File: src/rtl/operand_fetch.sv
// Operand fetch stage: issues register-file reads for decoded rs/rt, captures
// the returned data one cycle later, and forwards in-flight writebacks so the
// operands handed to execute always reflect the newest architectural value.
// The register-file write port is a plain passthrough of the writeback bus.
module operand_fetch #(
  parameter int DATA_W = 32,
  parameter int ADDR_W = 5,
  parameter int TAG_W  = 32
) (
  input  logic              clk,
  input  logic              rst_n,
  input  logic              in_valid,
  output logic              in_ready,
  input  logic [ADDR_W-1:0] in_rs,
  input  logic [ADDR_W-1:0] in_rt,
  input  logic [TAG_W-1:0]  in_tag,
  output logic [ADDR_W-1:0] rf_rd_0,
  output logic [ADDR_W-1:0] rf_rd_1,
  input  logic [DATA_W-1:0] rf_data_0,
  input  logic [DATA_W-1:0] rf_data_1,
  input  logic              wb_en,
  input  logic [ADDR_W-1:0] wb_reg,
  input  logic [DATA_W-1:0] wb_data,
  output logic              rf_wr_en,
  output logic [ADDR_W-1:0] rf_wr,
  output logic [DATA_W-1:0] rf_wr_data,
  output logic              out_valid,
  input  logic              out_ready,
  output logic [DATA_W-1:0] out_op0,
  output logic [DATA_W-1:0] out_op1,
  output logic [TAG_W-1:0]  out_tag
);

  typedef enum logic [1:0] {
    IDLE  = 2'd0,
    FETCH = 2'd1,
    HOLD  = 2'd2
  } state_t;

  state_t state_q, state_d;

  logic [ADDR_W-1:0] rs_q, rt_q;
  logic [TAG_W-1:0]  tag_q, out_tag_q;
  logic              byp0_q, byp1_q;
  logic [DATA_W-1:0] byp_data0_q, byp_data1_q;
  logic [DATA_W-1:0] op0_q, op1_q, op0_d, op1_d;

  logic accept;
  logic wb_live;
  logic hit0_in, hit1_in;   // writeback targets the register being accepted
  logic hit0_q, hit1_q;     // writeback targets the latched register

  // Read addresses and write port are direct passthroughs
  assign rf_rd_0    = in_rs;
  assign rf_rd_1    = in_rt;
  assign rf_wr_en   = wb_en;
  assign rf_wr      = wb_reg;
  assign rf_wr_data = wb_data;

  assign in_ready = (state_q == IDLE) || ((state_q == HOLD) && out_ready);
  assign accept   = in_valid && in_ready;

  // R0 is hardwired zero, so a write to it must never be forwarded
  assign wb_live = wb_en && (wb_reg != '0);
  assign hit0_in = wb_live && (wb_reg == in_rs);
  assign hit1_in = wb_live && (wb_reg == in_rt);
  assign hit0_q  = wb_live && (wb_reg == rs_q);
  assign hit1_q  = wb_live && (wb_reg == rt_q);

  assign out_valid = (state_q == HOLD);
  assign out_op0   = op0_q;
  assign out_op1   = op1_q;
  assign out_tag   = out_tag_q;

  // State register
  always_ff @(posedge clk) begin
    if (!rst_n) state_q <= IDLE;
    else        state_q <= state_d;
  end

  // Next-state: one request in flight, drain and accept may share a cycle
  always_comb begin
    state_d = state_q;
    unique case (state_q)
      IDLE:  if (accept) state_d = FETCH;
      FETCH: state_d = HOLD;
      HOLD: begin
        if (out_ready) state_d = in_valid ? FETCH : IDLE;
      end
      default: state_d = IDLE;
    endcase
  end

  // Operand selection: in FETCH the newest write wins over a write captured
  // at accept, which in turn wins over the (pre-write) rf data; in HOLD a
  // matching write updates the held operand in place
  always_comb begin
    op0_d = op0_q;
    op1_d = op1_q;
    unique case (state_q)
      FETCH: begin
        if (rs_q == '0)  op0_d = '0;
        else if (hit0_q) op0_d = wb_data;
        else if (byp0_q) op0_d = byp_data0_q;
        else             op0_d = rf_data_0;
        if (rt_q == '0)  op1_d = '0;
        else if (hit1_q) op1_d = wb_data;
        else if (byp1_q) op1_d = byp_data1_q;
        else             op1_d = rf_data_1;
      end
      HOLD: begin
        if (hit0_q) op0_d = wb_data;
        if (hit1_q) op1_d = wb_data;
      end
      default: ;
    endcase
  end

  // Request latch and accept-cycle bypass capture
  always_ff @(posedge clk) begin
    if (!rst_n) begin
      rs_q        <= '0;
      rt_q        <= '0;
      tag_q       <= '0;
      byp0_q      <= 1'b0;
      byp1_q      <= 1'b0;
      byp_data0_q <= '0;
      byp_data1_q <= '0;
    end else if (accept) begin
      rs_q   <= in_rs;
      rt_q   <= in_rt;
      tag_q  <= in_tag;
      byp0_q <= hit0_in;
      byp1_q <= hit1_in;
      if (hit0_in) byp_data0_q <= wb_data;
      if (hit1_in) byp_data1_q <= wb_data;
    end
  end

  // Output operand and tag registers; the tag is copied out of the request
  // latch in FETCH so a new accept during HOLD cannot disturb the held tag
  always_ff @(posedge clk) begin
    if (!rst_n) begin
      op0_q     <= '0;
      op1_q     <= '0;
      out_tag_q <= '0;
    end else begin
      op0_q <= op0_d;
      op1_q <= op1_d;
      if (state_q == FETCH) out_tag_q <= tag_q;
    end
  end

endmodule
File: config.mk
export PLATFORM = sky130hd
export DESIGN_NAME = operand_fetch
export DESIGN_NICKNAME = d
export VERILOG_FILES = /design/src/rtl/operand_fetch.sv
export SDC_FILE = /design/constraint.sdc
export NUM_CORES = 1
export LEC_CHECK = 0
export ABC_AREA = 1
export ABC_CLOCK_PERIOD_IN_PS = 3090
export CAP_MARGIN = 30
export CORE_ASPECT_RATIO = 0.8
export CORE_UTILIZATION = 50
export CTS_CLUSTER_SIZE = 25
export DETAILED_ROUTE_END_ITERATION = 6
export PLACE_DENSITY = 0.79
export SLEW_MARGIN = 20
export SYNTH_ARGS = -nofsm -noshare
export SYNTH_HDL_FRONTEND = slang
export SYNTH_SLANG_ARGS = --single-unit
File: constraint.sdc
create_clock -name clk -period 3.09 [get_ports clk]
set_input_delay 0.927 -clock clk [delete_from_list [all_inputs] [get_ports clk]]
set_output_delay 0.927 -clock clk [all_outputs]
set_load 0.01 [all_outputs]
== Word-level counts from Yosys, hierarchy flattened ==
Cells that the tools add are included.
Widths: inputs -> output; s select.

* Multiply operators: 0
* Bitwise logic cells: 0
* Divide/modulo/power cells: 0
* Order comparisons: 0
* Mux-type cells: 14
* Reductions and logical operators: 18
* Equal/unequal tests: 10
* Shift operators: 0
* $add $sub $neg: 0

{| class="wikitable"
|+ Operators with widths
! operator !! number
|-
| $mux 32 || 8
|-
| $pmux 32 s2 || 2
|-
| $eq 5x5->1 || 4
|-
| $logic_not 5->1 || 2
|-
| $reduce_and 2->1 || 5
|-
| $logic_and 1x1->1 || 7
|-
| $ne 2x1->1 const B || 3
|-
| $pmux 2 s3 || 1
|-
| $reduce_bool 5->1 || 1
|-
| $mux 2 || 2
|-
| $eq 2x1->1 const B || 1
|-
| $eq 2x2->1 const B || 1
|-
| $logic_not 2->1 || 1
|-
| $ne 2x2->1 const B || 1
|-
| $reduce_bool 2->1 || 1
|-
| $logic_or 1x1->1 || 1
|-
| $mux 1 || 1
|}

* Output and inout port bits: 146
* Memory bits (writable): 0
* Latch bits: 0
* Bits in registers: 206
* Bits of input ports: 148
* Logic and storage cells: 53
* Memories kept: 0
* ROM bits: 0

== Longest topological paths before layout ==
* Depth in word-level cells: 6
* Mapped depth: 11
* Mapped depth without buffers: 9

== Worst setup path before layout ==
OpenSTA, ideal clock, no wires.

* Path type: input to register
* From: input wb_reg[4]
* To: register op0_q[10], in the netlist out_op0[10]
* Arrival: 2043 ps
* Required time: 2970 ps
* Path buffers: 2
* Setup time: 120 ps
* Slack: 927 ps
* Stages on the path: 7
* Cell sequence: buf_2 xor2_1 nor3_4 nand3_2 clkbuf_1 a21oi_1 a21oi_1

* Cells in the longest elaborated chain, start to end: 6
* Elaborated cells between the ends (all ways): 9
* Classes of those cells: 2 x eq/ne; 3 x mux; 4 x reduce/logical

{| class="wikitable"
|+ RTL lines
! item !! RTL line !! RTL
|-
| from (decl) || 22 || <nowiki>input logic [ADDR_W-1:0] wb_reg,</nowiki>
|-
| $reduce_bool 5->1 || 64 || <nowiki>assign wb_live = wb_en && (wb_reg != '0);</nowiki>
|-
| $logic_and 1x1->1 || 64 ||
|-
| $logic_and 1x1->1 * || 67 || <nowiki>assign hit0_q = wb_live && (wb_reg == rs_q);</nowiki>
|-
| $mux 32 || 103 || <nowiki>else if (hit0_q) op0_d = wb_data;</nowiki>
|-
| $mux 32 || 102 || <nowiki>if (rs_q == '0) op0_d = '0;</nowiki>
|-
| $pmux 32 s2 || 100 || <nowiki>unique case (state_q)</nowiki>
|-
| to (signal assigned) || 148 || <nowiki>op0_q <= op0_d;</nowiki>
|-
| to (decl) || 46 || <nowiki>logic [DATA_W-1:0] op0_q, op1_q, op0_d, op1_d;</nowiki>
|}

Every way passes the cells marked *; elsewhere a longest branch is shown, timed or not.
A chain may end at the register's enable or synchronous reset.

== Worst setup path after layout ==
* From: input wb_reg[4]
* To: output rf_wr[4]

{| class="wikitable"
|+ RTL lines
! item !! RTL line !! RTL
|-
| to (decl) || 25 || <nowiki>output logic [ADDR_W-1:0] rf_wr,</nowiki>
|}

No word-level cell between the ends.

==> impl_metrics.tcl <==
set metrics [dict create \
    crit_family "buffers and inverters" \
    grt_usage 0.323 \
    synthCells 1538 \
    grt_setup_unrepaired "false" \
    final_hold_viol_count 0 \
    nFillCells 1708 \
    postCtsSetupRepairBufs 0 \
    r2r_start "state_q[1]" \
    worst-r2r-setup-slack_ns 0.89 \
    synth_edf_count 0 \
    yosysUniqueCellTypes 27 \
    wl_per_cell_um 17.5 \
    cpMostUsedCell "clkdlybuf4s50_1" \
    setup_viol 0 \
    cts_hold_buf 0 \
    cts_resized 0 \
    swShare 0.270 \
    ff_latch_area_um2 4130 \
    p_clk_frac 0.403 \
    io_pins 294 \
    drv_cap 0 \
    ys_seq_area_frac 0.396 \
    yosys_warnings 0 \
    die_area_um2 21400 \
    clock-sinks 206 \
    dp_hpwl_mm 23.3 \
    period_needed_ns 3.01 \
    peakVddDrop_mv 0.348 \
    synthFlopType "dfxtp_1" \
    grt_remaining_overflow 0 \
    cts-root-buf "clkbuf_16" \
    r2r-end "out_op0[23]" \
    async_reset_ff_frac 0 \
    hold_class "register to register" \
    syn-num-nets 1686 \
    cts.reportedPaths.clkPinSlew_ns 0.06 \
    grt_max_degree 65 \
    port_buffers 293 \
    drtAntennaViolNets 0 \
    drive_gt1_frac 0.0711 \
    r2r_cells 9 \
    skew_ns 0.0140 \
    setup_tns_ns 0 \
    cts_made_buffers 22 \
    status "finished clean" \
    critPathCaptureType "output pin" \
    slew-limit-headroom 0.469 \
    path_max_fanout 4 \
    switchingPower_w 0.00196 \
    path_class "primary input to output pin" \
    worst_hold_startpoint "byp_data0_q[12]" \
    p_leak_nw 6.01 \
    ys_ff_latch 206 \
    cts_tree "yes" \
    fp-row-count 46 \
    layout_setup_ws_ns 0.0812 \
    crit_chain "clkdlybuf4s50_1 -> clkdlybuf4s50_1" \
    clk_latency_ns 0.51 \
    post-route-drc-count 0 \
    antenna_found_initial 3 \
    start_util 0.517 \
    arrival_ns 2.08 \
    dieHeight_um 131 \
    stdcell_count 2036 \
    vias 11200 \
    required_ns 2.16 \
    cp.buffers_inverters 2 \
    avgViaCountPerCell 5.51 \
    core_um2 20100 \
    crit_slowest_cell "clkdlybuf4s50_1" \
    whs_path_depth 2 \
    drv_slew 0 \
    max_stage_delay_ns 0.58 \
    area_growth_pct 37.0 \
    worst_pin_slew_ns 0.797 \
    design_area_um2 14300 \
    drt-initial-drc-count 978 \
    first_global_vias 10500 \
    max_freq_ghz 0.332 \
    clockBufferDepth 3 \
    routabilityCongestion 0.859 \
    dp_cells 1997 \
    worstSetupStartpointType "primary input" \
    powerDensity_nw_per_um2 508 \
    routed_wl_mm 35.7 \
    multi_input_area_um2 4900 \
    h-tree-depth 1 \
    period_share 0.974 \
    syn_avg_cell_area_um2 6.77 \
    dieWidth_um 163 \
    place_area_um2 13400 \
    grt_pass1_wl_mm 55.6 \
    fin_nets 1906 \
    syn-cell-area_um2 10400 \
    comb_power_share 0.198 \
    whs_endpoint "byp_data0_q[12]" \
    seq_power_share 0.399 \
    p_int_w 0.00530 \
    dr.pass1.iters 5 \
    diodes 0 \
    pre_cts_ws_ns 0.0912 \
]
[synthesized netlist by cell type, types with 3 or more instances]
| cell | count | area (um^2) |
|---|---|---|
| nor2_1 | 244 | 916 |
| dfxtp_1 | 206 | 4120 |
| nand2_1 | 179 | 672 |
| o21ai_0 | 169 | 846 |
| a21oi_1 | 166 | 831 |
| nand3_1 | 166 | 831 |
| inv_1 | 140 | 526 |
| clkbuf_1 | 80 | 300 |
| buf_4 | 48 | 360 |
| buf_2 | 35 | 175 |
| mux2i_1 | 33 | 330 |
| nand4_1 | 32 | 200 |
| xnor2_1 | 9 | 78.8 |
| xor2_1 | 7 | 61.3 |
| buf_1 | 5 | 18.8 |
| inv_2 | 4 | 15.0 |
| nor2_4 | 3 | 33.8 |
[through the flow]
| step | utilization | hold slack (ns) | total power (W) |
|---|---|---|---|
| detailed placement | 0.668 | 0.444 | 0.00436 |
| global route | 0.709 | 0.474 | 0.00751 |
| finish | 0.709 | 0.451 | 0.00726 |
| CTS | 0.707 | 0.453 | 0.00726 |
| global placement | 0.668 | 0.437 | 0.00433 |
| floorplan | - | 0.429 | 0.00367 |
[state kept, by name, summed over array words and instances (netlist names), 2 cells and up]
signal and cells:
rs_q 5, byp_data0_q 32, out_op0 32, rt_q 5, state_q 2, byp_data1_q 32
out_tag 32, out_op1 32, tag_q 32
[final cells by class]
cell class | instances | area share
multi-input combinational | 1019 | 0.343
sequential | 206 | 0.289
timing repair buffer | 364 | 0.250
clock buffer | 30 | 0.0464
inverter | 145 | 0.0383
tap | 264 | 0.0231
clock inverter | 8 | 0.00982
[metal layers]
layer  vias to the layer above  track usage  part of all wire
met1                      5116        0.437              0.42
met3                        89       0.0735              0.11
met2                       619        0.503              0.44
li1                       5397            -                 -
met5                         -            0           0.00073
met4                         4        0.109             0.030
[cell families (layout without fill, tap and decap cells)]
logic type	count (synthesis)	in the layout	synth area share
buffers and inverters	313	547	0.134
muxes	33	33	0.0317
DFF	206	206	0.396
xor gates and xnor gates	16	16	0.0135
AOI/OAI and AO/OA	338	338	0.163
and+or+nand+nor	632	632	0.262
[worst max path at each step]
| stage | cells after the start | end | startpoint | slack, ns |
|---|---|---|---|---|
| final | 2 | rf_wr[4] | wb_reg[4] | 0.08 |
| after global routing | 2 | rf_wr[4] | wb_reg[4] | 0.04 |
| after CTS | 2 | rf_wr[4] | wb_reg[4] | 0.09 |
| after detailed placement | 2 | rf_wr[4] | wb_reg[4] | 0.09 |
| after global placement | 4 | in_ready | out_ready | 0.09 |
| after floorplan | 7 | out_op0[10] | wb_reg[4] | 0.93 |
[cells in the final DEF, fill, tap and decap left out, types with 33 or more instances in the layout]
master,n
clkdlybuf4s50_1,292
nor2_1,243
dfxtp_1,204
nand2_1,178
o21ai_0,169
nand3_1,166
a21oi_1,166
inv_1,140
buf_4,64
mux2i_1,33
[power by group through the flow]
stage / clock (W) / combinational (W) / sequential (W)
6_report: 0.00293 / 0.00144 / 0.00290
3_3_place_gp: 0 / 0.00139 / 0.00294
3_5_place_dp: 0 / 0.00141 / 0.00295
5_1_grt: 0.00305 / 0.00155 / 0.00291
2_1_floorplan: 0 / 0.000696 / 0.00298
4_1_cts: 0.00294 / 0.00142 / 0.00289
(Power assumes the default switching activity.)
